### src/rtl/wave_gen_pkg.sv
// Shared encodings, FSM state type and mode-decode helper for the wave_gen
// periodic waveform generator.
package wave_gen_pkg;

    localparam logic [1:0] MODE_TRI = 2'd0;
    localparam logic [1:0] MODE_SAW = 2'd1;
    localparam logic [1:0] MODE_SQR = 2'd2;

    typedef enum logic [1:0] {
        StIdle = 2'd0,
        StUp   = 2'd1,
        StDown = 2'd2
    } state_e;

    typedef struct packed {
        logic saw;
        logic sqr;
    } mode_dec_t;

    // The reserved encoding falls through to triangle behaviour.
    function automatic mode_dec_t decode_mode(input logic [1:0] mode);
        mode_dec_t dec;
        dec.saw = (mode == MODE_SAW);
        dec.sqr = (mode == MODE_SQR);
        return dec;
    endfunction

endpackage

### src/rtl/wave_gen_if.sv
// Configuration handshake and sample stream of wave_gen; master is the
// controller side, slave is the generator.
interface wave_gen_if #(
    parameter int unsigned WIDTH   = 16,
    parameter int unsigned PRESC_W = 16
);
    logic               cfg_valid;
    logic               cfg_ready;
    logic [1:0]         cfg_mode;
    logic [WIDTH-1:0]   cfg_amplitude;
    logic [WIDTH-1:0]   cfg_step;
    logic [PRESC_W-1:0] cfg_prescaler;
    logic [WIDTH-1:0]   data;
    logic               data_valid;
    logic               period_end;

    modport master (
        output cfg_valid, cfg_mode, cfg_amplitude, cfg_step, cfg_prescaler,
        input  cfg_ready, data, data_valid, period_end
    );

    modport slave (
        input  cfg_valid, cfg_mode, cfg_amplitude, cfg_step, cfg_prescaler,
        output cfg_ready, data, data_valid, period_end
    );
endinterface

### src/rtl/wave_prescaler.sv
// Tick prescaler: counts 0..presc_i while running and pulses tick_o on the
// count that matches presc_i; held at zero whenever run_i is low.
module wave_prescaler #(
    parameter int unsigned PRESC_W = 16
) (
    input  logic               clk,
    input  logic               rst_n,
    input  logic               run_i,
    input  logic [PRESC_W-1:0] presc_i,
    output logic               tick_o
);
    logic [PRESC_W-1:0] cnt_q, cnt_d;

    assign tick_o = run_i && (cnt_q == presc_i);

    always_comb begin
        cnt_d = cnt_q + PRESC_W'(1);
        if (!run_i || tick_o) begin
            cnt_d = '0;
        end
    end

    always_ff @(posedge clk or negedge rst_n) begin
        if (!rst_n) begin
            cnt_q <= '0;
        end else begin
            cnt_q <= cnt_d;
        end
    end
endmodule

### src/rtl/wave_gen.sv
// Periodic triangle/sawtooth/square generator. A handshaked shadow config is
// copied to the active config only while idle or on a period_end edge.
module wave_gen
    import wave_gen_pkg::*;
#(
    parameter int unsigned WIDTH   = 16,
    parameter int unsigned PRESC_W = 16
) (
    input  logic      clk,
    input  logic      rst_n,
    input  logic      ena,
    wave_gen_if.slave bus
);
    typedef struct packed {
        logic [1:0]         mode;
        logic [WIDTH-1:0]   amp;
        logic [WIDTH-1:0]   step;
        logic [PRESC_W-1:0] presc;
    } cfg_t;

    localparam cfg_t CfgReset = '{mode: MODE_TRI, amp: '1, step: WIDTH'(1), presc: '0};

    cfg_t             act_q, shd_q;
    logic             pend_q;
    state_e           state_q;
    logic [WIDTH-1:0] ph_q, data_q;
    logic             dv_q, pe_q;

    mode_dec_t        dec;
    logic             run, tick, accept, copy, wrap;
    logic [WIDTH-1:0] step_eff, ph_nxt, sample;
    logic [WIDTH:0]   sum;
    state_e           state_nxt;

    wave_prescaler #(
        .PRESC_W (PRESC_W)
    ) u_presc (
        .clk     (clk),
        .rst_n   (rst_n),
        .run_i   (run),
        .presc_i (act_q.presc),
        .tick_o  (tick)
    );

    assign dec    = decode_mode(act_q.mode);
    assign run    = ena && (state_q != StIdle);
    assign accept = bus.cfg_valid && !pend_q;
    assign copy   = pend_q && ((state_q == StIdle) || (tick && wrap));

    // Ramp step evaluated for the current state; only committed on a tick.
    always_comb begin
        step_eff  = (act_q.step == '0) ? WIDTH'(1) : act_q.step;
        sum       = {1'b0, ph_q} + {1'b0, step_eff};
        ph_nxt    = ph_q;
        state_nxt = state_q;
        wrap      = 1'b0;
        if (act_q.amp == '0) begin
            ph_nxt    = '0;
            state_nxt = StUp;
            wrap      = 1'b1;
        end else if (state_q == StUp) begin
            if (sum >= {1'b0, act_q.amp}) begin
                ph_nxt    = act_q.amp;
                state_nxt = StDown;
            end else begin
                ph_nxt = sum[WIDTH-1:0];
            end
        end else if (dec.saw || (ph_q <= step_eff)) begin
            ph_nxt    = '0;
            state_nxt = StUp;
            wrap      = 1'b1;
        end else begin
            ph_nxt = ph_q - step_eff;
        end
    end

    // Square output follows the direction the tick was taken in, not the next one.
    always_comb begin
        sample = ph_nxt;
        if (dec.sqr) begin
            sample = (state_q == StUp) ? act_q.amp : '0;
        end
    end

    always_ff @(posedge clk or negedge rst_n) begin
        if (!rst_n) begin
            act_q   <= CfgReset;
            shd_q   <= CfgReset;
            pend_q  <= 1'b0;
            state_q <= StIdle;
            ph_q    <= '0;
            data_q  <= '0;
            dv_q    <= 1'b0;
            pe_q    <= 1'b0;
        end else begin
            dv_q <= 1'b0;
            pe_q <= 1'b0;

            // accept needs pend low and copy needs pend high, so they never coincide.
            if (accept) begin
                shd_q  <= '{mode: bus.cfg_mode, amp: bus.cfg_amplitude,
                            step: bus.cfg_step, presc: bus.cfg_prescaler};
                pend_q <= 1'b1;
            end else if (copy) begin
                act_q  <= shd_q;
                pend_q <= 1'b0;
            end

            if (!ena) begin
                state_q <= StIdle;
                ph_q    <= '0;
                data_q  <= '0;
            end else if (state_q == StIdle) begin
                state_q <= StUp;
            end else if (tick) begin
                state_q <= state_nxt;
                ph_q    <= ph_nxt;
                data_q  <= sample;
                dv_q    <= 1'b1;
                pe_q    <= wrap;
            end
        end
    end

    assign bus.cfg_ready  = !pend_q;
    assign bus.data       = data_q;
    assign bus.data_valid = dv_q;
    assign bus.period_end = pe_q;
endmodule

### src/flat_wrapper.sv
// flat-port wrapper written by rule: the top's interface ports become plain ports
module wave_gen_flat import wave_gen_pkg::*;
#(
    parameter int unsigned WIDTH   = 16,
    parameter int unsigned PRESC_W = 16
)
  (clk, rst_n, ena, bus_cfg_valid, bus_cfg_mode, bus_cfg_amplitude, bus_cfg_step, bus_cfg_prescaler, bus_cfg_ready, bus_data, bus_data_valid, bus_period_end);
  wave_gen_if #(.WIDTH(WIDTH), .PRESC_W(PRESC_W)) bus_i ();
  input  logic clk;
  input  logic rst_n;
  input  logic ena;
  input wire logic [$bits(bus_i.cfg_valid)-1:0] bus_cfg_valid;
  input wire logic [$bits(bus_i.cfg_mode)-1:0] bus_cfg_mode;
  input wire logic [$bits(bus_i.cfg_amplitude)-1:0] bus_cfg_amplitude;
  input wire logic [$bits(bus_i.cfg_step)-1:0] bus_cfg_step;
  input wire logic [$bits(bus_i.cfg_prescaler)-1:0] bus_cfg_prescaler;
  output wire logic [$bits(bus_i.cfg_ready)-1:0] bus_cfg_ready;
  output wire logic [$bits(bus_i.data)-1:0] bus_data;
  output wire logic [$bits(bus_i.data_valid)-1:0] bus_data_valid;
  output wire logic [$bits(bus_i.period_end)-1:0] bus_period_end;
  assign bus_i.cfg_valid = bus_cfg_valid;
  assign bus_i.cfg_mode = bus_cfg_mode;
  assign bus_i.cfg_amplitude = bus_cfg_amplitude;
  assign bus_i.cfg_step = bus_cfg_step;
  assign bus_i.cfg_prescaler = bus_cfg_prescaler;
  assign bus_cfg_ready = bus_i.cfg_ready;
  assign bus_data = bus_i.data;
  assign bus_data_valid = bus_i.data_valid;
  assign bus_period_end = bus_i.period_end;
  wave_gen #(.WIDTH(WIDTH), .PRESC_W(PRESC_W)) u_core (.clk(clk), .rst_n(rst_n), .ena(ena), .bus(bus_i));
endmodule
### config.mk
export PLATFORM = sky130hd
export DESIGN_NAME = wave_gen_flat
export DESIGN_NICKNAME = d
export VERILOG_FILES = /design/src/rtl/wave_gen_pkg.sv /design/src/rtl/wave_gen_if.sv /design/src/rtl/wave_prescaler.sv /design/src/rtl/wave_gen.sv /design/src/flat_wrapper.sv
export SDC_FILE = /design/constraint.sdc
export NUM_CORES = 1
export LEC_CHECK = 0
export ABC_AREA = 1
export BUFFER_PORTS_ARGS = -buffer_cell sky130_fd_sc_hd__buf_4
export CAP_MARGIN = 20
export CORE_ASPECT_RATIO = 1.4
export CORE_MARGIN = 2
export CORE_UTILIZATION = 61
export CTS_CLUSTER_DIAMETER = 50
export DETAILED_ROUTE_END_ITERATION = 6
export PLACE_DENSITY = 0.81
export REMOVE_ABC_BUFFERS = 1
export SLEW_MARGIN = 0
export SYNTH_ARGS = -nofsm -noshare
export SYNTH_HDL_FRONTEND = slang
export SYNTH_SLANG_ARGS = --single-unit
### constraint.sdc
create_clock -name clk -period 5.1 [get_ports clk]
set_clock_uncertainty 0.05 [all_clocks]
set_input_delay 0.51 -clock clk [delete_from_list [all_inputs] [get_ports clk]]
set_output_delay 0.51 -clock clk [all_outputs]
set_load 0.01 [all_outputs]
==> parameters.txt <==
Parameter                              Value

Run status
  Result of the run ... finished, violations left
  Violated checks ... hold timing

Global route
  First-pass GRT wire length ... 39.6 mm
  Global Route Usage Sum ... 30.7%
  Largest net degree at the start of global routing ... 64
  Antenna violations before repair ... 0
  Sum of overflow across all layers after global routing ... 0
  Vias in the first global route ... 8066

Logic synthesis
  Compound-cell area share of the yosys netlist ... 5.96%
  Main combinational cell family by area after synthesis ... simple AND/OR/NAND/NOR gates
  Synthesized-area fraction occupied by and/or/nand/nor cells ... 29.8%
  Synth Area in XOR/XNOR ... 2.57%
  Number of synthesis warnings ... 0
  Seq/Total Area, Yosys ... 40.5%
  Cell types with the largest area share after synthesis ... dfrtp_1 (31%), nand2_1 (12%), dfstp_2 (9.4%), nand3_1 (6.8%), ha_1 (6.6%)
  Gate count of the mapped netlist ... 1173
  Synthesized area ... 9550 um2
  Average instance area after synthesis ... roughly 8.1 um2
  Adder-cell share of the synthesized area ... 6.97%
  Synth unique cells ... 46
  Total of flip-flops plus latches after synthesis ... 153
  Largest area contributor in the netlist ... dfrtp_1
  Share of synthesized area spent on multiplexers ... between 5 and 6%
  Post-synth top area share ... 31.2%

Floorplan
  Core region area ... between 15000 and 20000 um2
  Die area ... roughly 17000 um2
  Boundary Pins ... 73
  Number of cell rows ... 54
  Width of the die ... 110 um
  Initial cell density of the core ... around three fifths
  Height of the die ... 152 um

Placed design
  Routability congestion estimate ... 0.969
  Inst Count DP ... 1388
  Sum of net half-perimeters after detailed placement ... 17.7 mm
  Number of buffers inserted by port buffering ... 72

Route
  Length of the first detailed-routing pass in iterations ... 5
  DR vias ... 7895
  Total DRC errors in the routed layout ... 0
  Antenna-violating nets left ... 0
  DRT Wirelength ... 23.9 mm
  Post-DR wirelength/cell ... 16.8 um
  Initial DRC count ... 490
  Ratio of routed vias to standard cells ... 5.56

Layout
  Area Growth Syn to Fin ... 11.4%
  Final nets ... between 1000 and 1500
  Non-Filler Instances ... around 1400
  Number of antenna diodes ... 0
  Share of cells above drive strength 1 ... between 20% and 30%
  Count of filler cells inserted in the layout ... 1305

Clocking
  Clock network latency to the later pin of the worst-skew pair ... 0.44 ns
  Number of H-tree branching levels ... 4
  Number of clock sinks seen by CTS ... 153
  Clock buffer depth ... 2
  Number of buffers added by the clock tree synthesis step ... 17
  TritonCTS clock tree ... done
  Clock-pin transition on the worst setup and hold timing paths ... 0.07 ns
  Post-cts repair resize count ... 0
  Number of buffers added to fix hold violations after cts ... 0
  Root buffer selected by CTS ... clkbuf_16
  Buffers inserted during post-CTS setup optimization ... 0

STA
  Smallest hold slack ... -0.0141 ns
  Hold violation count in the final report ... 7
  Final critical-path required period ... 4.46 ns
  Transition at the pin with the smallest max-transition slack ... 1.07 ns
  Setup repair after global routing missed its margin ... no
  Count of pins over their slew limit ... 0
  Accumulated negative setup slack ... 0 ns
  Share of the clock period used by the worst path after layout ... 87.5%
  Relative max-transition margin ... 28.9%
  Highest Clock Rate ... 224 MHz
  Count of endpoints failing setup in the final report ... 0

Power
  Worst vdd ir ... 0.504 mV
  Leak ... 5.61 nW
  PwrDens ... 580 nW/um2
  Total power consumption of the routed design ... 6.18 mW

Setup path
  Largest fanout on the critical path ... 18
  Critical path launch point type ... flip-flop
  Sort of element at the end of the critical path ... flip-flop
  Required time of the worst setup path ... 5.43 ns
  Critical Path AT ... 4.79 ns
  Critical path type ... reg2reg

Min path
  Type of the worst min-delay path ... in2async

Flow run
  Max-cap violations ... 0
cells by family (layout without fill, tap and decap cells):
kind of cell / after synthesis / after routing
xor+xnor: 28 / 28
mux: 50 / 50
buf+inv: 178 / 230
compound gates: 100 / 100
simple gates: 612 / 612
flops: 153 / 153
fa+ha+maj: 52 / 52
cells in the final DEF, fill, tap and decap left out, types with 3 or more instances in the layout:
cell type / Yosys / layout
a21oi_1: 59 / 59
buf_4: 3 / 77
clkbuf_16: 0 / 17
clkinv_4: 0 / 4
dfrtp_1: 119 / 118
dfstp_2: 34 / 34
ha_1: 50 / 50
inv_1: 108 / 108
inv_2: 10 / 10
inv_6: 0 / 4
mux2_2: 50 / 50
nand2_1: 310 / 309
nand2_2: 68 / 69
nand3_1: 129 / 129
nand3_2: 10 / 10
nand4_1: 10 / 10
nor2_1: 51 / 51
nor2_2: 3 / 3
nor3_1: 10 / 10
nor4_1: 8 / 8
o21a_1: 4 / 4
o21ai_0: 23 / 23
o21bai_1: 3 / 3
or2_2: 3 / 3
xnor2_1: 13 / 13
xor2_1: 15 / 15
sequential cells by signal (all words and copies together), names as in the netlist:
name and cells:
u_core.act_q 50, u_core.bus.data 16, u_core.bus.data_valid 1, u_core.bus.period_end 1
u_core.pend_q 1, u_core.ph_q 16, u_core.shd_q 50, u_core.state_q 2
u_core.u_presc.cnt_q 16
critical path, stage by stage, from the launching register on:
cell and delay [ns]:
dfrtp_1 0.42, nor4_1 0.47, a41o_1 0.30, ha_1 0.20
fa_1 0.22, nand3_1 0.10, nand2_2 0.11, nand2_1 0.07
nand2_2 0.10, nand2_2 0.07, nand2_1 0.07, xor2_1 0.25
inv_1 0.08, ha_1 0.32, a21oi_1 0.21, o21a_1 0.15
nand2_1 0.05, nand2_1 0.05, nand2_1 0.05, nand2_2 0.30
nand2_4 0.25, nand2_1 0.13, nand3_1 0.10, nand3_1 0.12
nand2_1 0.08, nand2_1 0.06
through the flow:
stage	util (%)	cell area (um2)	worst slack, ns
floorplan	-	9210	1.47
global placement	64.9	10000	0.737
detailed placement	65.0	10100	0.687
CTS	68.7	10600	0.654
global route	68.8	10600	0.202
finish	68.8	10600	0.638
path summary, 6_finish.rpt:
kind | startpoint | to | slack (ns) | cells after the start
max reg2reg | u_core.act_q[29] | u_core.bus.data[4] | 0.64 | 25
min in group clk | bus_cfg_amplitude[12] | u_core.shd_q[44] | 0.25 | 2
max in group asynchronous | rst_n | u_core.bus.data[12] | 3.92 | 2
min reg2reg | u_core.act_q[36] | u_core.act_q[36] | 0.42 | 2
max | u_core.act_q[29] | u_core.bus.data[4] | 0.64 | 25
min | rst_n | u_core.act_q[1] | -0.01 | 1
routing by layer:
metal  share of wire (%)  track usage (%)  routed length [um]
met1                  39             35.9                9350
met2                  52             52.4               12400
met3                 3.2             4.89                 764
met4                 5.7             17.2                1380
met5                   0                0                   0
synthesized netlist by cell type (all sizes together):
| cell type | instances |
|---|---|
| ha | 50 |
| nor2 | 55 |
| nand3 | 139 |
| a21o | 2 |
| nand4 | 10 |
| a41o | 1 |
| dfstp | 34 |
| o21bai | 4 |
| nand2 | 381 |
| nand3b | 2 |
| nor3 | 12 |
| clkbuf | 26 |
| or2 | 3 |
| nor3b | 1 |
| buf | 33 |
| a21oi | 62 |
| nor4 | 9 |
| xor2 | 15 |
| a31oi | 1 |
| o21ai | 26 |
| clkinv | 1 |
| o21a | 4 |
| xnor2 | 13 |
| dfrtp | 119 |
| mux2 | 50 |
| inv | 118 |
| fa | 2 |
final cells by class:
class	count	area, um2	area share, %
Tap cell	196	245	2.31
Clock inverter	13	133	1.25
Inverter	119	447	4.20
Clock buffer	19	443	4.16
Timing Repair Buffer	79	609	5.73
Sequential cell	153	3870	36.4
Multi-Input combinational cell	842	4890	46.0
power breakdown:
group          internal, mW  switching (mW)  total [mW]
sequential             1.73           0.390        2.12
clock                 0.698           0.558        1.26
combinational          1.02            1.78        2.80
Power figures use the tool's default switching activity.
